`config.mk`:
```
export PLATFORM = sky130hd
export DESIGN_NAME = bin2bcd_seq
export DESIGN_NICKNAME = d
export VERILOG_FILES = /design/src/rtl/bin2bcd_pkg.sv /design/src/rtl/bcd_dabble_digit.sv /design/src/rtl/bin2bcd_seq.sv
export SDC_FILE = /design/constraint.sdc
export NUM_CORES = 1
export LEC_CHECK = 0
export CAP_MARGIN = 10
export CORE_MARGIN = 5
export CORE_UTILIZATION = 48
export DETAILED_ROUTE_END_ITERATION = 6
export HOLD_SLACK_MARGIN = 0.15
export PLACE_DENSITY = 0.74
export SYNTH_ARGS = -nofsm -noshare
export SYNTH_HDL_FRONTEND = slang
export SYNTH_SLANG_ARGS = --single-unit
```
`constraint.sdc`:
```
create_clock -name clk -period 1.5 [get_ports clk]
set_input_delay 0.3 -clock clk [delete_from_list [all_inputs] [get_ports clk]]
set_output_delay 0.3 -clock clk [all_outputs]
set_load 0.01 [all_outputs]
```
`src/rtl/bin2bcd_pkg.sv`:
```
// Shared types and constants for the sequential double-dabble converter.
package bin2bcd_pkg;

  typedef enum logic {IDLE = 1'b0, SHIFT = 1'b1} bin2bcd_state_t;

  localparam logic [3:0] BCD_ADJ_THRESH = 4'd5;

  // ceil(width * log10(2)), using log10(2) ~= 0.30103 in fixed point
  function automatic int min_digits(input int width);
    return (width * 32'sd30103 + 32'sd99999) / 32'sd100000;
  endfunction

endpackage

```
`src/rtl/bcd_dabble_digit.sv`:
```
// One BCD digit of the add-3 correction applied before every shift.
module bcd_dabble_digit
  import bin2bcd_pkg::*;
(
  input  logic [3:0] d,
  output logic [3:0] q
);

  // Digits of 5 or more would exceed 9 after doubling, so pre-bias them by 3
  always_comb begin
    q = d;
    if (d >= BCD_ADJ_THRESH) begin
      q = d + 4'd3;
    end else begin
      q = d;
    end
  end

endmodule

```
`src/rtl/bin2bcd_seq.sv`:
```
// Iterative binary-to-BCD converter, one input bit per clock, start/ready handshake.
// Optional BIN2BCD_SIGNED_EN: treat bin_in as two's complement and report the sign on neg.
module bin2bcd_seq
  import bin2bcd_pkg::*;
#(
  parameter int WIDTH  = 8,
  parameter int DIGITS = 3
) (
  input  logic                  clk,
  input  logic                  reset_n,
  input  logic                  start,
  input  logic [WIDTH-1:0]      bin_in,
  output logic                  ready,
  output logic                  done,
  output logic [4*DIGITS-1:0]   bcd_out,
  output logic                  overflow
`ifdef BIN2BCD_SIGNED_EN
  ,
  output logic                  neg
`endif
);

  localparam int BW = 4 * DIGITS;
  localparam int CW = $clog2(WIDTH + 1);
  localparam logic [CW-1:0] CNT_INIT = CW'(WIDTH);
  localparam logic [CW-1:0] CNT_ONE  = CW'(1);

  if (DIGITS < min_digits(WIDTH)) begin : g_narrow
    $info("bin2bcd_seq: DIGITS=%0d is below min_digits(%0d)=%0d, overflow is reachable",
          DIGITS, WIDTH, min_digits(WIDTH));
  end

  bin2bcd_state_t   state_r;
  logic [WIDTH-1:0] shreg_r;
  logic [BW-1:0]    acc_r;
  logic             ovf_r;
  logic [CW-1:0]    cnt_r;
  logic [BW-1:0]    adj_s;
  logic [BW-1:0]    acc_nxt_s;
  logic [WIDTH-1:0] shreg_nxt_s;
  logic             ovf_nxt_s;
  logic [WIDTH-1:0] operand_s;
`ifdef BIN2BCD_SIGNED_EN
  logic             neg_s;
  logic             neg_pend_r;
`endif

  for (genvar i = 0; i < DIGITS; i++) begin : g_digit
    bcd_dabble_digit u_digit (
      .d (acc_r[4*i +: 4]),
      .q (adj_s[4*i +: 4])
    );
  end

  // Operand loaded at accept; the signed build converts to magnitude so -2^(W-1) maps to 2^(W-1)
  always_comb begin
`ifdef BIN2BCD_SIGNED_EN
    neg_s     = bin_in[WIDTH-1];
    operand_s = neg_s ? (~bin_in + {{(WIDTH-1){1'b0}}, 1'b1}) : bin_in;
`else
    operand_s = bin_in;
`endif
  end

  // The carry out of the top digit is dropped from the accumulator, so it keeps value mod 10^DIGITS
  always_comb begin
    acc_nxt_s   = {adj_s[BW-2:0], shreg_r[WIDTH-1]};
    shreg_nxt_s = {shreg_r[WIDTH-2:0], 1'b0};
    ovf_nxt_s   = ovf_r | adj_s[BW-1];
  end

  assign ready = (state_r == IDLE);

  // Conversion FSM with registered result outputs
  always_ff @(posedge clk or negedge reset_n) begin
    if (!reset_n) begin
      state_r    <= IDLE;
      shreg_r    <= {WIDTH{1'b0}};
      acc_r      <= {BW{1'b0}};
      ovf_r      <= 1'b0;
      cnt_r      <= {CW{1'b0}};
      done       <= 1'b0;
      bcd_out    <= {BW{1'b0}};
      overflow   <= 1'b0;
`ifdef BIN2BCD_SIGNED_EN
      neg_pend_r <= 1'b0;
      neg        <= 1'b0;
`endif
    end else begin
      done <= 1'b0;
      case (state_r)
        IDLE: begin
          if (start) begin
            shreg_r    <= operand_s;
            acc_r      <= {BW{1'b0}};
            ovf_r      <= 1'b0;
            cnt_r      <= CNT_INIT;
`ifdef BIN2BCD_SIGNED_EN
            neg_pend_r <= neg_s;
`endif
            state_r    <= SHIFT;
          end else begin
            state_r    <= IDLE;
          end
        end
        SHIFT: begin
          acc_r   <= acc_nxt_s;
          shreg_r <= shreg_nxt_s;
          ovf_r   <= ovf_nxt_s;
          cnt_r   <= cnt_r - CNT_ONE;
          if (cnt_r == CNT_ONE) begin
            bcd_out  <= acc_nxt_s;
            overflow <= ovf_nxt_s;
            done     <= 1'b1;
`ifdef BIN2BCD_SIGNED_EN
            neg      <= neg_pend_r;
`endif
            state_r  <= IDLE;
          end else begin
            state_r  <= SHIFT;
          end
        end
        default: begin
          state_r <= IDLE;
        end
      endcase
    end
  end

endmodule

```
; Word level (Yosys, flattened, before mapping)
; Cells that the tools add are included.
[op_classes]
bitwise = 2
n_reduce_logical = 1
n_eq_ne = 2
muxes = 16
magnitude_cmp = 3
n_addsub = 4
[ops]
columns = cell, n
row1 = $pmux 12 s2, 1
row2 = $mux 4, 4
row3 = $pmux 8 s2, 1
row4 = $add 4x2->4 const B, 3
row5 = $ge 4x3->1 const B, 3
row6 = $mux 12, 1
row7 = $mux 8, 1
row8 = $pmux 4 s2, 1
row9 = $mux 1, 5
row10 = $eq 4x1->1 const B, 1
row11 = $pmux 1 s2, 2
row12 = $sub 4x1->4 const B, 1
row13 = $ne 2x2->1 const B, 1
row14 = $reduce_and 2->1, 1
row15 = $not 1->1, 1
row16 = $or 1x1->1, 1
[word_totals]
wordCells = 36
register_bits = 40
output_inout_bits = 15

; Longest topological paths before layout
; Gate-level depths: netlist (run 1).
[depth]
ltp_word = 4
depth_mapped = 6
ltp_nobuf = 6

; Cells and area by module
; A second synthesis (run 1) with hierarchy kept.
[hier_totals]
hier_cells = 166
area_unflattened_um2 = 1941.9
[by_module_without_submodules]
columns = module, cells_per_inst, area_per_inst_um2, instances
row1 = bin2bcd_seq, 118, 1637.8, 1
row2 = bcd_dabble_digit, 16, 101.3, 3

; Worst setup path after synthesis (run 1)
; Ideal clock, no wire load.
[synth_timing]
path_kind = flip-flop to flip-flop
from = register acc_r[8]
to = register acc_r[10]
required_ns = 1.417
period_less_slack_ns = 1.489
path_stages_with_launch = 7
t_arrival_ns = 1.406
path_buffers = 0
setup_slack_ns = 0.011
setup_ns = 0.083
cell_sequence = dfrtp_1 inv_1 ha_1 nand2b_1 a21oi_1 mux2_2 o22ai_1
[synth_between]
elab_chain_len = 3
word_cells_on_any_way = 4
[synth_lines]
columns = element, line
row1 = from (decl), bin2bcd_seq.sv:35  ; logic [BW-1:0] acc_r;
row2 = from (signal assigned), bin2bcd_seq.sv:79  ; acc_r <= {BW{1'b0}};
row3 = from (signal assigned), bin2bcd_seq.sv:95  ; acc_r <= {BW{1'b0}};
row4 = from (signal assigned), bin2bcd_seq.sv:107  ; acc_r <= acc_nxt_s;
row5 = $add 4x2->4 or $ge 4x3->1 (tied branches), "bcd_dabble_digit.sv:13, bcd_dabble_digit.sv:12"
row6 = $mux 4 *, bcd_dabble_digit.sv:12  ; if (d >= BCD_ADJ_THRESH) begin
row7 = $pmux 12 s2 *, bin2bcd_seq.sv:91  ; case (state_r)
; Every way passes the cells marked *; elsewhere a longest branch is shown, timed or not.
; A chain may end at the register's enable or synchronous reset.

; Worst setup path after layout (run 1)
; Same ends and word-level chain as after synthesis.

==> impl_results.md, run 1 <==
- Final HPWL DP: approximately 2700 um
- Final net count: roughly 240
- Std-Cell Rows: 22
- GP Congestion: about 0.82
- Final worst-path cycle share: 101%
- 1st-iter DRT viols: between 100 and 150
- Critical R2R Capture: acc_r[10]
- Chip height: about 73 um
- Syn_area_per_cell: 10.2 um^2
- Worst-margin pin slew: approximately 0.5 ns
- CTS sink cnt: 40
- Wire per inst: about 15 um
- YS warnings: 0
- Leakage: 1.23 nW
- Bufs and invs on worst path: 1
- Worst skew pair latency: roughly 0.29 ns
- Syn_nets: around 200
- Worst path slowest cell: dfrtp_1
- Post-route DRC: 0
- Largest net degree at the start of global routing: 41
- PortBufs: 25
- Slew headroom: roughly 67%
- Failing checks: negative setup slack
- CTS buffer count: 5
- Sequential area share after synthesis: 53.0%
- Max H-tree Level: 2
- Slew Viols, Final: 0
- Root buf cell: clkbuf_8
- Via density: about 5.3
- WP data arrival: between 1.5 and 2 ns
- Syn-to-layout area delta: 34.9%
- Routed wl met2: 2010 um
- Share of layout cells above drive strength 1: roughly a quarter
- Total GRT Usage: approximately 16%
- Boundary pin count: 26
- Worst hold margin: 0.475 ns
- Crit-path leading delay family: flip-flops
- Cell Area, Synth: about 1900 um^2
- Total number of vias: approximately 1,400
- Horiz. Die Dim: 72.7 um
- Max-cap violations: 0
- Crit. End Element: flop
- Full die area: 5290 um^2
- CP cell instances: inv_2 > ha_4 > nand2b_4 > a21oi_4 > mux2_4 > o22ai_2
- Antenna Cells: 0
- PwrDens: approximately 2200 nW/um^2
- Total power draw: between 5 and 6 mW
- Seq cells post-synth: 40
- Clock Skew: between 0.008 and 0.009 ns
- Worst r2r path cells: 6
- CTS tree: yes
- DRT antenna net count: 0
- Initial core utilization: between 50% and 60%
- Status: finished with violations
- Synth cell types: 26
- Vias in the first global route: about 1,500
- CORE AREA: 3740 um^2
- Setup tns final: -0.0111 ns
- Pre-CTS setup slack: -0.142 ns
- Final Hold Fails: 0
- Total Wirelength: about 4000 um
- Drt pass-1 iters: 4
- Hold Path Class: reg2reg
- Syn Inst Count: 186
- RSZ-0062 raised after global routing: yes
- Critical Path Max Stage Delay: about 0.41 ns
- Worst setup margin: -0.0111 ns
- Most frequent cells in the layout: dfrtp_1 (38), nand2_1 (31), o21ai_0 (14), buf_4 (14), clkdlybuf4s50_1 (11)
- Critical Path Start: acc_r[8]
- Routed wl met3: roughly 150 um
- Initial antenna violation count: 0
- Clock tree buffer depth: 2
- CP Class: reg2reg
- Congestion Overflow GR: 0
- Max Fclk: ~660 MHz
- Post-Route Utilization: 68.0%
- Worst r2r src: acc_r[8]
- Crit path depth: 6
- Wl on met1: between 1500 and 2000 um
- Crit path to: acc_r[10]
- Min Tclk post-route: about 1.5 ns
- Worst VDD drop: roughly 0.0012 V
- First-pass GRT wire length: 6390 um
- Reg2Reg Setup Slack: -0.01 ns
- Commonest non-fill, non-tap cell in the layout: dfrtp_1
- Top layer in use: met4
- Worst-path clk slew: approximately 0.070 ns
- Crit start category: flop
- Largest fanout on the critical path: 3
- Final setup viols: 1
- Worst EP required: 1.72 ns
routing by layer:
layer | up-vias | global-route usage (%)
met1 | 697 | 17.1
li1 | 708 | -
met4 | 0 | 7.79
met2 | 25 | 27.7
met5 | - | 0
met3 | 9 | 4.27
cell families after synthesis:
group,after synthesis,share of synthesized area (%)
flip-flops,40,53.0
AO/OA/AOI/OAI,45,13.9
multiplexers,14,8.15
adder cells (fa/ha/maj),8,5.30
AND/OR/NAND/NOR,52,12.3
XOR/XNOR,5,2.32
buffers and inverters,22,4.97
sequential cells by signal, indices dropped and copies added, names as in the netlist:
| signal | count |
|---|---|
| ovf_r | 1 |
| acc_r | 12 |
| overflow | 1 |
| cnt_r | 4 |
| bcd_out | 12 |
| done | 1 |
| state_r | 1 |
| shreg_r | 8 |
area by class of cell:
cell class | count | area, um^2
Tap cell | 48 | 60.1
Timing Repair Buffer | 41 | 389
Sequential cell | 40 | 1000
Clock buffer | 8 | 90.1
Multi-Input combinational cell | 124 | 953
Inverter | 13 | 51.3
Fill cell | 292 | 1200
how the worst min path moves through the flow:
stage | slack [ns] | endpoint | start | cells after the start
2_1_floorplan | 0.004 | acc_r[0] | reset_n | 0
3_3_place_gp | 0.38 | shreg_r[1] | reset_n | 2
3_5_place_dp | 0.39 | shreg_r[0] | reset_n | 2
4_1_cts | 0.49 | bcd_out[9] | bcd_out[9] | 2
5_1_grt | 0.51 | shreg_r[2] | shreg_r[1] | 2
6_report | 0.47 | overflow | overflow | 2
per-stage QoR:
| step | cells | instance area (um^2) |
|---|---|---|
| after CTS | 275 | 2410 |
| after global placement | 261 | 2230 |
| final | 274 | 2550 |
| after detailed placement | 261 | 2230 |
| after global routing | 274 | 2550 |
| after floorplan | 186 | 1890 |
synthesized netlist by cell type, drive strengths merged:
master,instances,share of area [%]
a211oi,1,0.40
ha,8,5.3
buf,5,1.5
nor3,4,1.1
dfrtp,40,53
o31ai,1,0.40
nand2b,3,0.99
inv,13,2.7
mux2,5,3.4
a31oi,2,0.66
clkbuf,4,0.79
nand2,31,6.2
mux2i,9,4.8
a21o,3,1.3
o21ai,18,4.8
nor2,8,1.6
xnor2,5,2.3
nor3b,5,2.0
a21oi,9,2.8
nand3,1,0.53
o22ai,11,3.6
repair_timing:
item | CTS | global route
endpoints found under the hold margin | 40 | 0
buffers inserted | 6 | 0
hold buffers | 1 | 0
pin swaps | 4 | 5
gates resized for setup | 15 | 38
endpoints found under the setup margin | 14 | 25
worst register-to-register path, delay by kind of cell, from the launching register on:
| kind | cells | cell delay (ns) |
|---|---|---|
| flip-flops | 1 | 0.41 |
| multiplexers | 1 | 0.33 |
| AO/OA/AOI/OAI | 2 | 0.31 |
| adder cells (fa/ha/maj) | 1 | 0.18 |
| buffers and inverters | 1 | 0.14 |
| AND/OR/NAND/NOR | 1 | 0.07 |
report_power, final:
| group | switching (mW) | internal, mW |
|---|---|---|
| registers | 0.408 | 1.57 |
| clock network | 0.352 | 0.375 |
| logic | 1.44 | 1.57 |
Note: power is estimated with default switching activity, not from simulation.
==> run 2, diff against run 1 <==
--- a/config.mk
+++ b/config.mk
@@ -7,10 +7,11 @@
 export LEC_CHECK = 0
 export CAP_MARGIN = 10
 export CORE_MARGIN = 5
-export CORE_UTILIZATION = 48
+export CORE_UTILIZATION = 42
 export DETAILED_ROUTE_END_ITERATION = 6
+export GPL_ROUTABILITY_DRIVEN = 0
 export HOLD_SLACK_MARGIN = 0.15
-export PLACE_DENSITY = 0.74
+export PLACE_DENSITY = 0.66
 export SYNTH_ARGS = -nofsm -noshare
 export SYNTH_HDL_FRONTEND = slang
 export SYNTH_SLANG_ARGS = --single-unit
==> impl_results.md, run 2 (synthesis gave the netlist of run 1 again) <==
- Final worst-path cycle share: a little over nine tenths
- Worst EP required: about 1.2 ns
- Clock tree buffer depth: 2
- Max-cap violations: 0
- Post-placement cell area: 2310 um^2
- Congestion Overflow GR: 0
- Share of layout cells above drive strength 1: between 20% and 30%
- Worst-path clk slew: around 0.08 ns
- Cell total after placement: roughly 270
- Crit start category: flop
- Root buf cell: clkbuf_8
- Final Non-Filler Cells: about 280
- Total GRT Usage: 13.7%
- Largest fanout on the critical path: 2
- Critical Path Max Stage Delay: approximately 0.53 ns
- Max H-tree Level: 2
- Vias in the first global route: roughly 1,400
- 1st-iter DRT viols: 65
- Top Registers: acc_r x12, bcd_out x12, shreg_r x8
- Crit-path leading delay family: buffers and inverters
- Worst path slowest cell: clkdlybuf4s50_1
- Post-route DRC: 0
- Final HPWL DP: approximately 2600 um
- WP data arrival: approximately 1.2 ns
- CTS sink cnt: 40
- CP cell instances: clkdlybuf4s50_1
- Worst VDD drop: 0.000771 V
- Syn-to-layout area delta: 35.2%
- Net Switching: around 2 mW
- Std-Cell Rows: 24
- PortBufs: 25
- Bufs and invs on worst path: 1
- Clock Skew: between 0.008 and 0.009 ns
- Horiz. Die Dim: 77.0 um
- Slew headroom: 80.3%
- DRT antenna net count: 0
- Layout Cell Area excl Fill: 2550 um^2
- Largest net degree at the start of global routing: about 40
- CP Class: reg2out
- CTS tree: yes
- Boundary pin count: 26
- Leakage: approximately 1.2 nW
- Worst-margin pin slew: 0.294 ns
- Max Fclk: roughly 700 MHz
- Initial antenna violation count: 0
- Clk pwr share: about 16%
- Post-Route Utilization: about three fifths
- Final setup viols: 0
- Final net count: between 200 and 250
- Commonest non-fill, non-tap cell in the layout: dfrtp_1
- Setup tns final: 0 ns
- RSZ-0062 raised after global routing: yes
- Status: finished, final reports clean
- PwrDens: about 2200 nW/um^2
- Most frequent cells in the layout: dfrtp_1 (40), nand2_1 (31), buf_4 (16)
- Sw frac: 36.6%
- Hold Path Class: reg2reg
- Combinational share of power: approximately 50%
- Wire per inst: approximately 13 um
- Full die area: slightly below 6000 um^2
- Internal power: 3.55 mW
- Min Tclk post-route: between 1 and 1.5 ns
- CORE AREA: between 4000 and 5000 um^2
- CTS buffer count: 5
- Chip height: roughly 77 um
- Worst skew pair latency: 0.29 ns
- Slew Viols, Final: 0
- Total number of vias: ~1,400
- Final Hold Fails: 0
- Via density: between 5 and 6
- Crit. End Element: output port
- Drt pass-1 iters: 4
- Antenna Cells: 0
- Part of the power in registers: a little over a third
- Initial core utilization: between 40% and 50%
- Total Wirelength: 3710 um
- First-pass GRT wire length: around 6600 um
## run 2: area by class of cell
type                            instances  area (um^2)
Clock inverter                          2         35.0
Clock buffer                            6         72.6
Fill cell                             373         1800
Timing Repair Buffer                   44          423
Inverter                               13         51.3
Sequential cell                        40         1000
Multi-Input combinational cell        124          905
Tap cell                               52         65.1
## run 2: power by group through the flow
stage	sequential [mW]	clock (mW)	combinational, mW
after global placement	1.92	0	2.44
after detailed placement	1.94	0	2.49
after CTS	1.92	0.888	2.51
after floorplan	1.95	0	1.50
after global routing	2.03	0.944	3.11
final	1.95	0.868	2.78
## run 2: through the flow
step                total power, mW  hold slack [ns]  setup WS [ns]
finish                         5.59            0.478         0.0383
global route                   6.09            0.505        -0.0375
CTS                            5.32            0.488        0.00230
detailed placement             4.43            0.289        -0.0439
global placement               4.36            0.288       -0.00322
floorplan                      3.46          0.00441         0.0111
## run 2: path summary, 6_finish.rpt
check	from	endpoint	slack (ns)	cells after the start
max	bcd_out[3]	bcd_out[3]	0.04	1
min	bcd_out[6]	bcd_out[6]	0.48	2
max reg2reg	acc_r[9]	acc_r[10]	0.04	6
min reg2reg	bcd_out[6]	bcd_out[6]	0.48	2
max in group asynchronous	reset_n	bcd_out[0]	0.78	3
min in group asynchronous	reset_n	acc_r[11]	0.51	3
## run 2: timing repair
item                                    CTS  global route
buffers inserted                          0             1
hold buffers                              1             0
pin swaps                                 2             5
resized for setup                        11            30
endpoints found under the setup margin   10            19
endpoints found under the hold margin    40             0
gates cloned                              0             0
## run 2: routing by layer
layer	up-vias	wire length (um)	part of all wire (%)	GRT usage [%]
met3	8	149	4.0	4.10
met1	684	1800	48	18.4
met2	25	1710	46	20.9
met4	0	59	1.6	4.64
li1	717	-	-	-
met5	-	0	0	0
==> run 3, diff against run 2 <==
--- a/config.mk
+++ b/config.mk
@@ -5,6 +5,7 @@
 export SDC_FILE = /design/constraint.sdc
 export NUM_CORES = 1
 export LEC_CHECK = 0
+export ABC_AREA = 1
 export CAP_MARGIN = 10
 export CORE_MARGIN = 5
 export CORE_UTILIZATION = 42
@@ -12,6 +13,8 @@
 export GPL_ROUTABILITY_DRIVEN = 0
 export HOLD_SLACK_MARGIN = 0.15
 export PLACE_DENSITY = 0.66
+export SKIP_CTS_REPAIR_TIMING = 1
+export SLEW_MARGIN = 20
 export SYNTH_ARGS = -nofsm -noshare
 export SYNTH_HDL_FRONTEND = slang
 export SYNTH_SLANG_ARGS = --single-unit
==> impl_results.md, run 3 <==
- Horiz. Die Dim: around 79 um
- Full die area: roughly 6200 um^2
- Vias in the first global route: approximately 1,500
- RSZ-0062 raised after global routing: yes
- Clk pwr share: between 10% and 20%
- Congestion Overflow GR: 0
- Final Hold Fails: 0
- Most frequent cells after synthesis: nand2_1 (69), dfrtp_1 (40), nand3_1 (31)
- Worst skew pair latency: a little under 0.3 ns
- Total GRT Usage: roughly 14%
- WP data arrival: 1.17 ns
- Post-synthesis simple-gate area fraction: 23.5%
- First-pass GRT wire length: about 6900 um
- Largest fanout on the critical path: 2
- Max Fclk: between 600 and 700 MHz
- Antenna Cells: 0
- Most frequent cells in the layout: nand2_1 (69), dfrtp_1 (40), nand3_1 (31)
- Total Wirelength: roughly 3800 um
- Min Tclk post-route: 1.47 ns
- Internal power: ~3 mW
- CP Class: reg2out
- PwrDens: ~2100 nW/um^2
- CTS sink cnt: 40
- Final worst-path cycle share: 97.9%
- Layout Cell Area excl Fill: between 2000 and 2500 um^2
- Syn_area_per_cell: 8.76 um^2
- Post-synth EDFFs: 0
- Status: finished, final reports clean
- Syn-to-layout area delta: 23.4%
- Top cell type by total area after synthesis: dfrtp_1
- DRT antenna net count: 0
- Total number of vias: about 1,500
- Slew Viols, Final: 0
- Final net count: 278
- Cell total after placement: about 310
- Top Registers: acc_r x12, bcd_out x12, shreg_r x8
- Boundary pin count: 26
- Wire per inst: between 10 and 15 um
- Async S/R FF share, synth: 100%
- Share of layout cells above drive strength 1: between 10% and 20%
- Final HPWL DP: between 2000 and 3000 um
- YS warnings: 0
- Hold Path Class: in2async
- Critical Path Max Stage Delay: ~0.53 ns
- Sequential area share after synthesis: roughly 50%
- Worst VDD drop: just under 0.001 V
- Crit start category: flop
- PortBufs: 25
- Std-Cell Rows: 25
- Adder-cell share of the synthesized area: 5.05%
- Synth cell types: 23
- 1st-iter DRT viols: between 80 and 90
- Part of the power in registers: a little over a third
- Via density: ~4.9
- Xor/xnor share of the synthesized area: less than 1%
- Cell Area, Synth: just under 2000 um^2
- Syn Inst Count: about 230
- Post-synth top flop: dfrtp_1
- Initial antenna violation count: 0
- Post-placement cell area: about 2300 um^2
- Commonest non-fill, non-tap cell in the layout: nand2_1
- Clock Skew: between 0.004 and 0.005 ns
- Largest family of logic cells by synthesized area: simple AND/OR/NAND/NOR gates
- Crit. End Element: output port
- Final setup viols: 0
- Worst path slowest cell: clkdlybuf4s50_1
- Bufs and invs on worst path: 1
- Crit-path leading delay family: buffers and inverters
- Syn_nets: 245
- Leakage: 1.34 nW
- Max-cap violations: 0
- Sw frac: about two fifths
- Net Switching: approximately 2.1 mW
- Worst-margin pin slew: approximately 0.4 ns
- Drt pass-1 iters: 4
- CTS tree: yes
- Slew headroom: about three quarters
- Final Non-Filler Cells: 314
- Max H-tree Level: 2
- CTS buffer count: 5
- CP cell instances: clkdlybuf4s50_1
- Root buf cell: clkbuf_8
- Complex-gate fraction of the synthesized area: between 10% and 20%
- Worst EP required: 1.20 ns
- Combinational share of power: between 40 and 50%
- Area share of the largest cell type after synthesis: between 50% and 60%
- Most common cell in the netlist: nand2_1
- Initial core utilization: 42.5%
- Post-route DRC: 0
- Worst-path clk slew: 0.08 ns
- Clock tree buffer depth: 2
- Critical Path Start: bcd_out[11]
- Worst r2r src: acc_r[9]
- Seq cells post-synth: 40
- Mux cell area share after synthesis: 0%
- CORE AREA: roughly 4700 um^2
- Chip height: 78.7 um
- Area contributors post-synth: dfrtp_1 (51%), nand2_1 (13%), nand3_1 (7.8%)
- Largest net degree at the start of global routing: 26
==> run 3: cell types whose count changed in the layout (fill, tap and decap cells not counted), moves of 6 or more <==
cell / delta
buf_4: -8
dlymetal6s2s_1: +6
nand3_1: +31
nand2_1: +38
o22ai_1: -7
inv_1: +20
dlygate4sd2_1: -6
mux2i_1: -9
==> run 3: cell families after synthesis <==
family / after synthesis
AO/OA/AOI/OAI: 30
AND/OR/NAND/NOR: 110
adder cells (fa/ha/maj): 8
XOR/XNOR: 1
buffers and inverters: 37
flip-flops: 40
==> run 3: path summary, 6_finish.rpt <==
| check | slack (ns) | endpoint | depth (start not counted) |
|---|---|---|---|
| max in group asynchronous | 0.58 | shreg_r[6] | 3 |
| min in group clk | 0.48 | bcd_out[1] | 2 |
| worst max-delay path | 0.03 | bcd_out[11] | 1 |
| worst min register to register | 0.48 | bcd_out[1] | 2 |
| worst max register to register | 0.17 | acc_r[10] | 7 |
| worst min-delay path | 0.46 | acc_r[9] | 2 |
==> run 3: layout make-up <==
type / count / area, um^2
Clock buffer: 8 / 90.1
Fill cell: 424 / 2220
Inverter: 28 / 106
Multi-Input combinational cell: 149 / 813
Sequential cell: 40 / 1000
Tap cell: 54 / 67.6
Timing Repair Buffer: 35 / 365
==> run 3: power groups by stage <==
| stage | Clock, mW | Sequential, mW | Combinational (mW) |
|---|---|---|---|
| 4_1_cts | 0.759 | 1.88 | 2.63 |
| 5_1_grt | 0.795 | 1.95 | 3.01 |
| 3_5_place_dp | 0 | 1.90 | 2.61 |
| 6_report | 0.738 | 1.87 | 2.59 |
| 2_1_floorplan | 0 | 1.93 | 1.73 |
| 3_3_place_gp | 0 | 1.88 | 2.57 |
==> run 3: metrics by stage <==
step	utilization (%)	hold WS, ns	power (mW)	setup WS, ns	TNS [ns]
final	52.4	0.461	5.20	0.0318	0
after global routing	52.4	0.503	5.75	-0.0176	-0.0176
after CTS	51.3	-0.0697	5.26	-0.0918	-0.107
after detailed placement	49.4	0.246	4.51	0.0380	0
after global placement	49.4	0.247	4.45	0.0553	0
after floorplan	-	0.00441	3.66	0.189	0
==> run 3: per-layer routing <==
metal | vias up | routed length (um) | GRT usage [%]
li1 | 797 | - | -
met1 | 697 | 1780 | 17.7
met2 | 29 | 1760 | 23.6
met3 | 6 | 199 | 3.78
met4 | 0 | 49 | 4.55
met5 | - | 0 | 0
